==> src/rtl/muldiv_pkg.sv <==
// Shared M-extension definitions: opcode encodings, FSM state type and decode helpers.
// The ALU decoder uses the same opcode constants.
package muldiv_pkg;

    localparam logic [4:0] OP_MUL    = 5'b01000;
    localparam logic [4:0] OP_MULH   = 5'b01001;
    localparam logic [4:0] OP_MULHSU = 5'b01010;
    localparam logic [4:0] OP_MULHU  = 5'b01011;
    localparam logic [4:0] OP_DIV    = 5'b01100;
    localparam logic [4:0] OP_DIVU   = 5'b01101;
    localparam logic [4:0] OP_REM    = 5'b01110;
    localparam logic [4:0] OP_REMU   = 5'b01111;

    typedef enum logic [1:0] {
        ST_IDLE,
        ST_MUL,
        ST_DIV,
        ST_DONE
    } state_t;

    // Every M opcode is of the form 01xxx; bit 2 selects divide, bit 1 selects remainder.
    function automatic logic is_m_op(input logic [4:0] op);
        return op[4:3] == 2'b01;
    endfunction

    function automatic logic is_signed_div(input logic [4:0] op);
        return (op == OP_DIV) || (op == OP_REM);
    endfunction

endpackage

==> src/rtl/ex_muldiv_unit_if.sv <==
// EX-stage connection between the ID/EX register and the multiply/divide unit.
interface ex_muldiv_unit_if;

    logic        IN_VALID;
    logic [4:0]  IN_ALU_OP;
    logic [31:0] IN_DATA1;
    logic [31:0] IN_DATA2;
    logic [31:0] OUT_RESULT;
    logic        OUT_BUSY;
    logic        OUT_DONE;

    modport master (
        output IN_VALID, IN_ALU_OP, IN_DATA1, IN_DATA2,
        input  OUT_RESULT, OUT_BUSY, OUT_DONE
    );

    modport slave (
        input  IN_VALID, IN_ALU_OP, IN_DATA1, IN_DATA2,
        output OUT_RESULT, OUT_BUSY, OUT_DONE
    );

endinterface

==> src/rtl/ex_muldiv_unit_div_core.sv <==
// Radix-2 restoring divider on unsigned 32-bit magnitudes, one quotient bit per step.
// The next-step quotient/remainder are exposed so the owner can capture the final step.
module div_core (
    input  logic        clk,
    input  logic        rst,
    input  logic        start,
    input  logic        step,
    input  logic [31:0] dividend,
    input  logic [31:0] divisor,
    output logic [31:0] quotient_next,
    output logic [31:0] remainder_next,
    output logic [4:0]  count
);

    logic [31:0] quo_q;
    logic [31:0] rem_q;
    logic [31:0] dsr_q;
    logic [32:0] partial;
    logic [32:0] trial;

    // The remainder stays below the divisor, so the shifted partial fits in 33 bits.
    assign partial = {rem_q, quo_q[31]};
    assign trial   = partial - {1'b0, dsr_q};

    always_comb begin
        quotient_next  = {quo_q[30:0], 1'b0};
        remainder_next = partial[31:0];
        if (!trial[32]) begin
            quotient_next  = {quo_q[30:0], 1'b1};
            remainder_next = trial[31:0];
        end
    end

    always_ff @(posedge clk) begin
        if (rst) begin
            quo_q <= '0;
            rem_q <= '0;
            dsr_q <= '0;
            count <= '0;
        end else if (start) begin
            quo_q <= dividend;
            rem_q <= '0;
            dsr_q <= divisor;
            count <= '0;
        end else if (step) begin
            quo_q <= quotient_next;
            rem_q <= remainder_next;
            count <= count + 5'd1;
        end
    end

endmodule

==> src/rtl/ex_muldiv_unit.sv <==
// EX-stage RV32M unit: single-cycle multiply, 32-step iterative divide, stalls the
// pipeline through OUT_BUSY and pulses OUT_DONE for one cycle with the result.
module ex_muldiv_unit
    import muldiv_pkg::*;
(
    input  logic CLK,
    input  logic RESET,
    ex_muldiv_unit_if.slave bus
);

    state_t      state;
    state_t      state_next;
    logic [4:0]  op_q;
    logic [31:0] a_q;
    logic [31:0] b_q;
    logic [31:0] result_q;

    logic        busy;
    logic        done;
    logic        div_start;
    logic        div_step;
    logic [31:0] quotient_next;
    logic [31:0] remainder_next;
    logic [4:0]  div_count;

    // Decode of the live ID/EX instruction (only meaningful while idle).
    logic        accept;
    logic        in_is_div;
    logic        in_is_rem;
    logic        in_signed;
    logic        div_by_zero;
    logic        overflow;
    logic        special;
    logic [31:0] special_res;
    logic [31:0] mag_a;
    logic [31:0] mag_b;

    assign accept      = (state == ST_IDLE) && bus.IN_VALID && is_m_op(bus.IN_ALU_OP);
    assign in_is_div   = bus.IN_ALU_OP[2];
    assign in_is_rem   = bus.IN_ALU_OP[1];
    assign in_signed   = is_signed_div(bus.IN_ALU_OP);
    assign div_by_zero = (bus.IN_DATA2 == '0);
    assign overflow    = in_signed && (bus.IN_DATA1 == 32'h8000_0000) && (bus.IN_DATA2 == '1);
    assign special     = in_is_div && (div_by_zero || overflow);
    assign mag_a       = (in_signed && bus.IN_DATA1[31]) ? -bus.IN_DATA1 : bus.IN_DATA1;
    assign mag_b       = (in_signed && bus.IN_DATA2[31]) ? -bus.IN_DATA2 : bus.IN_DATA2;

    always_comb begin
        if (div_by_zero) begin
            special_res = in_is_rem ? bus.IN_DATA1 : '1;
        end else begin
            special_res = in_is_rem ? '0 : 32'h8000_0000;
        end
    end

    // Multiply on latched operands: sign-extend each side to 64 bits as the opcode demands.
    logic        a_sx;
    logic        b_sx;
    logic [63:0] prod;
    logic [31:0] mul_res;

    assign a_sx    = a_q[31] && ((op_q == OP_MULH) || (op_q == OP_MULHSU));
    assign b_sx    = b_q[31] && (op_q == OP_MULH);
    assign prod    = {{32{a_sx}}, a_q} * {{32{b_sx}}, b_q};
    assign mul_res = (op_q == OP_MUL) ? prod[31:0] : prod[63:32];

    // Quotient negates on differing signs; remainder follows the dividend.
    logic        div_signed;
    logic [31:0] div_res;

    assign div_signed = is_signed_div(op_q);

    always_comb begin
        if (op_q[1]) begin
            div_res = (div_signed && a_q[31]) ? -remainder_next : remainder_next;
        end else begin
            div_res = (div_signed && (a_q[31] ^ b_q[31])) ? -quotient_next : quotient_next;
        end
    end

    div_core u_div_core (
        .clk            (CLK),
        .rst            (RESET),
        .start          (div_start),
        .step           (div_step),
        .dividend       (mag_a),
        .divisor        (mag_b),
        .quotient_next  (quotient_next),
        .remainder_next (remainder_next),
        .count          (div_count)
    );

    always_comb begin
        state_next = state;
        busy       = 1'b0;
        done       = 1'b0;
        div_start  = 1'b0;
        div_step   = 1'b0;
        case (state)
            ST_IDLE: begin
                if (accept) begin
                    busy = 1'b1;
                    if (special) begin
                        state_next = ST_DONE;
                    end else if (in_is_div) begin
                        state_next = ST_DIV;
                        div_start  = 1'b1;
                    end else begin
                        state_next = ST_MUL;
                    end
                end
            end
            ST_MUL: begin
                busy       = 1'b1;
                state_next = ST_DONE;
            end
            ST_DIV: begin
                busy     = 1'b1;
                div_step = 1'b1;
                if (div_count == 5'd31) begin
                    state_next = ST_DONE;
                end
            end
            ST_DONE: begin
                done       = 1'b1;
                state_next = ST_IDLE;
            end
            default: state_next = ST_IDLE;
        endcase
        if (RESET) begin
            busy = 1'b0;
        end
    end

    always_ff @(posedge CLK) begin
        if (RESET) begin
            state    <= ST_IDLE;
            op_q     <= '0;
            a_q      <= '0;
            b_q      <= '0;
            result_q <= '0;
        end else begin
            state <= state_next;
            if (accept) begin
                op_q <= bus.IN_ALU_OP;
                a_q  <= bus.IN_DATA1;
                b_q  <= bus.IN_DATA2;
            end
            case (state)
                ST_IDLE: if (accept && special) result_q <= special_res;
                ST_MUL:  result_q <= mul_res;
                ST_DIV:  if (div_count == 5'd31) result_q <= div_res;
                default: ;
            endcase
        end
    end

    assign bus.OUT_RESULT = result_q;
    assign bus.OUT_BUSY   = busy;
    assign bus.OUT_DONE   = done;

endmodule
==> src/flat_wrapper.sv <==
// flat-port wrapper written by rule: the top's interface ports become plain ports
module ex_muldiv_unit_flat import muldiv_pkg::*;
  (CLK, RESET, bus_IN_VALID, bus_IN_ALU_OP, bus_IN_DATA1, bus_IN_DATA2, bus_OUT_RESULT, bus_OUT_BUSY, bus_OUT_DONE);
  ex_muldiv_unit_if bus_i ();
  input  logic CLK;
  input  logic RESET;
  input wire logic [$bits(bus_i.IN_VALID)-1:0] bus_IN_VALID;
  input wire logic [$bits(bus_i.IN_ALU_OP)-1:0] bus_IN_ALU_OP;
  input wire logic [$bits(bus_i.IN_DATA1)-1:0] bus_IN_DATA1;
  input wire logic [$bits(bus_i.IN_DATA2)-1:0] bus_IN_DATA2;
  output wire logic [$bits(bus_i.OUT_RESULT)-1:0] bus_OUT_RESULT;
  output wire logic [$bits(bus_i.OUT_BUSY)-1:0] bus_OUT_BUSY;
  output wire logic [$bits(bus_i.OUT_DONE)-1:0] bus_OUT_DONE;
  assign bus_i.IN_VALID = bus_IN_VALID;
  assign bus_i.IN_ALU_OP = bus_IN_ALU_OP;
  assign bus_i.IN_DATA1 = bus_IN_DATA1;
  assign bus_i.IN_DATA2 = bus_IN_DATA2;
  assign bus_OUT_RESULT = bus_i.OUT_RESULT;
  assign bus_OUT_BUSY = bus_i.OUT_BUSY;
  assign bus_OUT_DONE = bus_i.OUT_DONE;
  ex_muldiv_unit u_core (.CLK(CLK), .RESET(RESET), .bus(bus_i));
endmodule
==> config.mk <==
export PLATFORM = sky130hd
export DESIGN_NAME = ex_muldiv_unit_flat
export DESIGN_NICKNAME = d
export VERILOG_FILES = /design/src/rtl/muldiv_pkg.sv /design/src/rtl/ex_muldiv_unit_if.sv /design/src/rtl/ex_muldiv_unit_div_core.sv /design/src/rtl/ex_muldiv_unit.sv /design/src/flat_wrapper.sv
export SDC_FILE = /design/constraint.sdc
export NUM_CORES = 2
export LEC_CHECK = 0
export ABC_AREA = 1
export BUFFER_PORTS_ARGS = -buffer_cell sky130_fd_sc_hd__buf_2
export CORE_MARGIN = 2
export CORE_UTILIZATION = 58
export CTS_CLUSTER_SIZE = 8
export DETAILED_ROUTE_END_ITERATION = 8
export GPL_ROUTABILITY_DRIVEN = 0
export GPL_TIMING_DRIVEN = 0
export PLACE_DENSITY = 0.74
export SLEW_MARGIN = 0
export SYNTH_ARGS = -nofsm -noshare
export SYNTH_HDL_FRONTEND = slang
export SYNTH_SLANG_ARGS = --single-unit
==> constraint.sdc <==
create_clock -name CLK -period 11.2 [get_ports CLK]
set_input_delay 2.24 -clock CLK [delete_from_list [all_inputs] [get_ports CLK]]
set_output_delay 2.24 -clock CLK [all_outputs]
set_load 0.1 [all_outputs]
* Word level (Yosys, flattened, before mapping)
Cells that the tools add are included.
** Word-level totals
- Output and inout bits :: 34
- Flip-flop bits (word level) :: 204
** Cells by class
- Equality and inequality tests :: 17
- Mux-type cells :: 30
- $mul :: 1
- Bitwise operators :: 1
- Add/sub/neg operators :: 6
- Reductions and logical operators :: 24
** Operator list (count)
- 32-bit 2-to-1 mux :: 14
- 32-bit negator :: 4
- 32-bit case mux with 3 select lines :: 1
- 32-bit == test (second input constant) :: 2
- 33-bit by 33-bit multiplier with 64-bit output :: 1
- 5-bit by 4-bit == test with 1-bit output (second input constant) :: 7
- 33-bit by 32-bit subtractor with 33-bit output :: 1
- 32-bit logical NOT :: 1
- 1-bit logical AND :: 12
- 1-bit 2-to-1 mux :: 9
- 2-bit 2-to-1 mux :: 4
- 2-bit case mux with 4 select lines :: 1
- 5-bit by 1-bit adder with 5-bit output (second input constant) :: 1
- 5-bit == test (second input constant) :: 1
- 2-bit by 1-bit == test with 1-bit output (second input constant) :: 2
- 2-bit == test (second input constant) :: 2
- 1-bit logical OR :: 4
- 2-bit by 1-bit != test with 1-bit output (second input constant) :: 2
- 2-bit OR reduction :: 2
- 3-bit AND reduction :: 1
- 3-bit nonzero test :: 1
- 2-bit logical NOT :: 1
- 2-bit != test (second input constant) :: 1
- 1-bit case mux with 2 select lines :: 1
- 3 further kinds :: 3

* Logic depth before layout (Yosys ltp)
- Depth after elaboration :: 10
- Depth in mapped cells :: 42

* By module
Synthesis repeated with hierarchy kept, for this count alone.
** Unflattened totals
- Cell total of the unflattened synthesis :: 7984
- Area total of the unflattened synthesis :: 56516.7 µm²
** By module, submodules not included
- ex_muldiv_unit :: seq. area each 2062.0 µm², cells each 6711, area an instance 49017.0 µm², instances 1
- div_core :: seq. area each 2021.9 µm², cells each 1273, area an instance 7499.7 µm², instances 1

* Worst setup path before layout
OpenSTA, ideal clock, no wires.
- Path kind :: reg-to-reg
- Start point :: register u_core.op_q[1]
- End point :: register u_core.result_q[26], in the netlist u_core.bus.OUT_RESULT[26]
- Clock period less this slack :: 8.163 ns
- Arrival :: 8.092 ns
- Setup time :: 0.071 ns
- Data required time :: 11.129 ns
- Path buffers :: 2
- Setup slack :: 3.037 ns
- Cell stages (with the launch flop) :: 37
- Cells stage by stage :: dfxtp_1 -> clkbuf_1 -> xor2_1 -> nand2_1 -> inv_2 -> clkbuf_1 -> nand2_1 -> fa_1 -> fa_1 -> inv_1 -> fa_1 -> inv_1 -> fa_1 -> inv_1 -> fa_1 -> fa_1 -> fa_1 -> inv_1 -> fa_1 -> inv_1 -> ha_1 -> nand2_1 -> nor2_1 -> inv_1 -> nor3_1 -> nand2_1 -> nor3_1 -> nand2_1 -> o211ai_1 -> nand3_1 -> a21oi_1 -> nor2_1 -> nand2_1 -> a21oi_1 -> nand2_1 -> nand2_1 -> a21oi_1
** On the way
- Longest elaborated chain between the ends :: 7
- Elaborated cells on any way between the ends :: 18
- Those cells by class :: mul (1); eq/ne (5); mux (6); reduce/logical (6)
** RTL lines
- from (decl) :: line ex_muldiv_unit.sv:13 : logic [4:0] op_q;
- from (signal assigned) :: line ex_muldiv_unit.sv:145 : op_q <= bus.IN_ALU_OP;
- branches (longest 6 deep; another with 33-bit by 33-bit multiplier with 64-bit output)
- 32-bit case mux with 3 select lines (*) :: line ex_muldiv_unit.sv:149 : case (state)
- to (signal assigned) :: line ex_muldiv_unit.sv:150 : ST_IDLE: if (accept && special) result_q <= special_res;
- to (signal assigned) :: line ex_muldiv_unit.sv:151 : ST_MUL: result_q <= mul_res;
- to (signal assigned) :: line ex_muldiv_unit.sv:152 : ST_DIV: if (div_count == 5'd31) result_q <= div_res;
- to (decl) :: line ex_muldiv_unit.sv:16 : logic [31:0] result_q;
Every way passes the cells marked *. The select of a mux whose other input is x is not followed.
A chain may end at the register's enable or synchronous reset.

* Final worst setup path
- Start point :: register u_core.a_q[31]
- End point :: register u_core.result_q[26], in the netlist u_core.bus.OUT_RESULT[26]
** On the way
- Longest elaborated chain between the ends :: 6
- Elaborated cells on any way between the ends :: 11
- Those cells by class :: mul (1); mux (6); bitwise (1); reduce/logical (3)
** RTL lines
- from (decl) :: line ex_muldiv_unit.sv:14 : logic [31:0] a_q;
- from (signal assigned) :: line ex_muldiv_unit.sv:146 : a_q <= bus.IN_DATA1;
- branches (longest 5 deep; another with 33-bit by 33-bit multiplier with 64-bit output)
- 32-bit case mux with 3 select lines (*) :: line ex_muldiv_unit.sv:149
Marked as above.

==> flow_summary_export.csv <==
group,metric,value,unit
global_routing,grt_pass1_wl,312000,um
global_routing,antenna_found_initial,11,
placement,post_dp_cell_area,0.0566,sq mm
layout,fin_nets,8977,
placement,portBuffers,103,
power,leakage,29.2,nW
worst_hold_path,hp-class,"reg2reg",
clock_network,clkSlewWorstSetupHoldPaths,60,ps
timing,setup_ws,256,ps
timing,period_needed,10940,ps
timing,slew_violations,0,
drt,firstDrtPassIters,9,
clock_network,cts_tree,"done",
critical_path,cp_max_fo,10,
clock_network,cts_made_buffers,30,
outcome,violations,"DRC",
drt,antenna_left,0,
critical_path,start_kind,"register",
synth,syn_area,0.0545,sq mm
die,die_y,311,um
global_routing,globalRoute.totalOverflow,0,
timing,setup_viol,0,
timing,final-hold-violation-count,0,
synth,ys_ff_latch,204,
layout,drive_gt1_frac,0.0369,
synth,synth.net_count,8840,
layout,layout_common_cells,"inv_1 (1,913), nand2_1 (1,843), fa_1 (1,125)",
synth,synthCells,7385,
power,peakVddDrop,0.000252,V
drt,drc,24,
placement,dp_cells,8742,
timing,rsz0062_at_grt,"no",
drt,drtIter0Drc,8015,
drt,drt-total-wl,210000,um
placement,preCtsSetupSlack,455,ps
synth,ys_types,63,
critical_path,critPathTopFamily,"adder cells",
layout,final_util,0.617,
clock_network,htreeDepth,1,
timing,skew,23.4,ps
timing,fin_setup_tns,0,ps
critical_path,critPathSlowestCell,"fa_1",
global_routing,grt_pass1_vias,51000,
power,power.density,183,mW/mm^2
timing,worst_slew_pin_slew,1400,ps
worst_hold_path,holdCritStartpoint,"u_core.bus.OUT_RESULT[9]",
run,cap_violations,0,
die,rows,112,
clock_network,cts.sinks,204,
synth,yosysTopAreaCell,"fa_1",
critical_path,cp-end-kind,"register",
global_routing,grtUsageTotal,0.436,
die,core-area,0.0932,sq mm
die,initial_core_util,0.585,
critical_path,worstPathBufferInverterCount,11,
layout,layout_commonest_cell,"inv_1",
drt,dr_total_vias,51900,
global_routing,grt_max_degree,25,
timing,relSlewSlack,0.0659,
synth,post_synth.cell_area_avg,7.39,sq um
layout,syn2layout_area_growth,5.41,%
critical_path,worst-setup-path-type,"reg2reg",
die,io_pins,106,
critical_path,regToRegStartpoint,"u_core.a_q[31]",
synth,synth_top_area_frac,0.413,
drt,via_per_inst,5.91,
layout,fin_cells,8796,
layout,fin_area,0.0575,sq mm
die,die_x,311,um
placement,dpl.hpwl,176000,um
layout,fill_cells,8462,
synth,yosys_warnings,0,
timing,fmax,0.0914,GHz
critical_path,cp-startpoint,"u_core.a_q[31]",
die,die_area,0.0965,sq mm
critical_path,required,11710,ps
drt,wl_per_cell,23.9,um
synth,ys_top_cells_by_area,"fa_1 (41%), inv_1 (13%), nand2_1 (13%), dfxtp_1 (7.5%), ha_1 (5.9%)",
critical_path,cp.arrival,11450,ps
clock_network,clock_path_buffers,3,
critical_path,crit_path_max_incr_delay,960,ps
synth,ys_seq_area_frac,0.0749,
timing,fin_crit_sh,0.977,
outcome,run_status,"finished with violations",
clock_network,insertion_delay,590,ps
clock_network,cts_root_buf,"clkbuf_16",
[final cells by class]
cell class              instances  area, sq um  area share
flip-flops and latches        204         4080      0.0710
clock buffers                  31          776      0.0135
diodes                         18         45.0    0.000784
well taps                    1254         1570      0.0273
multi-input cells            4878        41700       0.726
inverters                    1930         7250       0.126
clock inverters                 3         18.8    0.000326
plain buffers                 373         1500      0.0261
repair buffers                105          531     0.00923
[synthesized netlist by cell type, drive strengths merged]
master	n
a211oi	2
a21boi	5
a21o	11
a21oi	377
a221oi	6
a22oi	10
a31o	2
a31oi	45
and2	2
and3	2
buf	29
clkbuf	344
clkinv	4
dfxtp	204
fa	1126
ha	257
inv	1926
nand2	1884
nand3	185
nand3b	11
nand4	32
nor2	357
nor3	60
nor3b	2
nor4	10
o2111ai	1
o211ai	27
o21a	7
o21ai	293
o21bai	18
o221ai	4
o22ai	3
o311ai	2
o31ai	4
o32ai	2
o41ai	2
or2	17
or3	1
or3b	1
xnor2	33
xor2	77
[repair_timing]
action,in CTS,in global routing
endpoints found under the setup margin,0,2
gates resized for setup,0,4
hold buffers,0,0
buffers inserted,0,2
[where the power goes]
group | switching (mW) | total [mW] | internal (mW) | leakage [nW]
sequential | 0.121 | 0.985 | 0.864 | 1.66
combinational | 6.48 | 8.67 | 2.19 | 27.2
clock | 0.358 | 0.838 | 0.481 | 0.394
[stage by stage]
step | hold slack [ps] | power, mW
6_report | 461 | 10.5
5_1_grt | 481 | 10.9
4_1_cts | 462 | 9.89
3_5_place_dp | 453 | 9.02
3_3_place_gp | 445 | 8.94
2_1_floorplan | 430 | 6.45
[metal layers]
| metal | vias to the layer above | track usage | wire length (um) |
|---|---|---|---|
| li1 | 21800 | - | - |
| met4 | 8 | 0.294 | 19700 |
| met5 | - | 0 | 45 |
| met3 | 1056 | 0.197 | 38000 |
| met1 | 24800 | 0.557 | 71600 |
| met2 | 4308 | 0.591 | 80600 |
[worst paths after layout]
path | endpoint | slack (ps) | cells after the start
setup / recovery | u_core.bus.OUT_RESULT[26] | 260 | 36
hold / removal | u_core.bus.OUT_RESULT[9] | 460 | 2
setup reg to reg | u_core.bus.OUT_RESULT[26] | 260 | 36
hold reg to reg | u_core.bus.OUT_RESULT[9] | 460 | 2
[state kept, by name, indices dropped and copies added (netlist names)]
signal,cells
u_core.bus.OUT_RESULT,32
u_core.op_q,5
u_core.u_div_core.rem_q,32
u_core.b_q,32
u_core.u_div_core.dsr_q,32
u_core.a_q,32
u_core.u_div_core.count,5
u_core.state,2
u_core.u_div_core.quo_q,32
[worst register-to-register path: cells and delay by family (launching register included)]
family,cells,cell delay [ps]
AO/OA/AOI/OAI,4,950
buffers and inverters,11,2230
adder cells (fa/ha/maj),9,5270
AND/OR/NAND/NOR,12,2050
flip-flops,1,340
[cell families (layout without fill, tap and decap cells)]
logic type               count (synthesis)  count (layout)  share of synthesized area
AND/OR/NAND/NOR                       2564            2564                      0.192
buffers and inverters                 2303            2442                      0.160
adder cells (fa/ha/maj)               1383            1383                      0.472
AO/OA/AOI/OAI                          821             821                     0.0825
flip-flops                             204             204                     0.0749
XOR/XNOR                               110             110                     0.0177
other                                    0              18                          0
(Power assumes the default switching activity.)
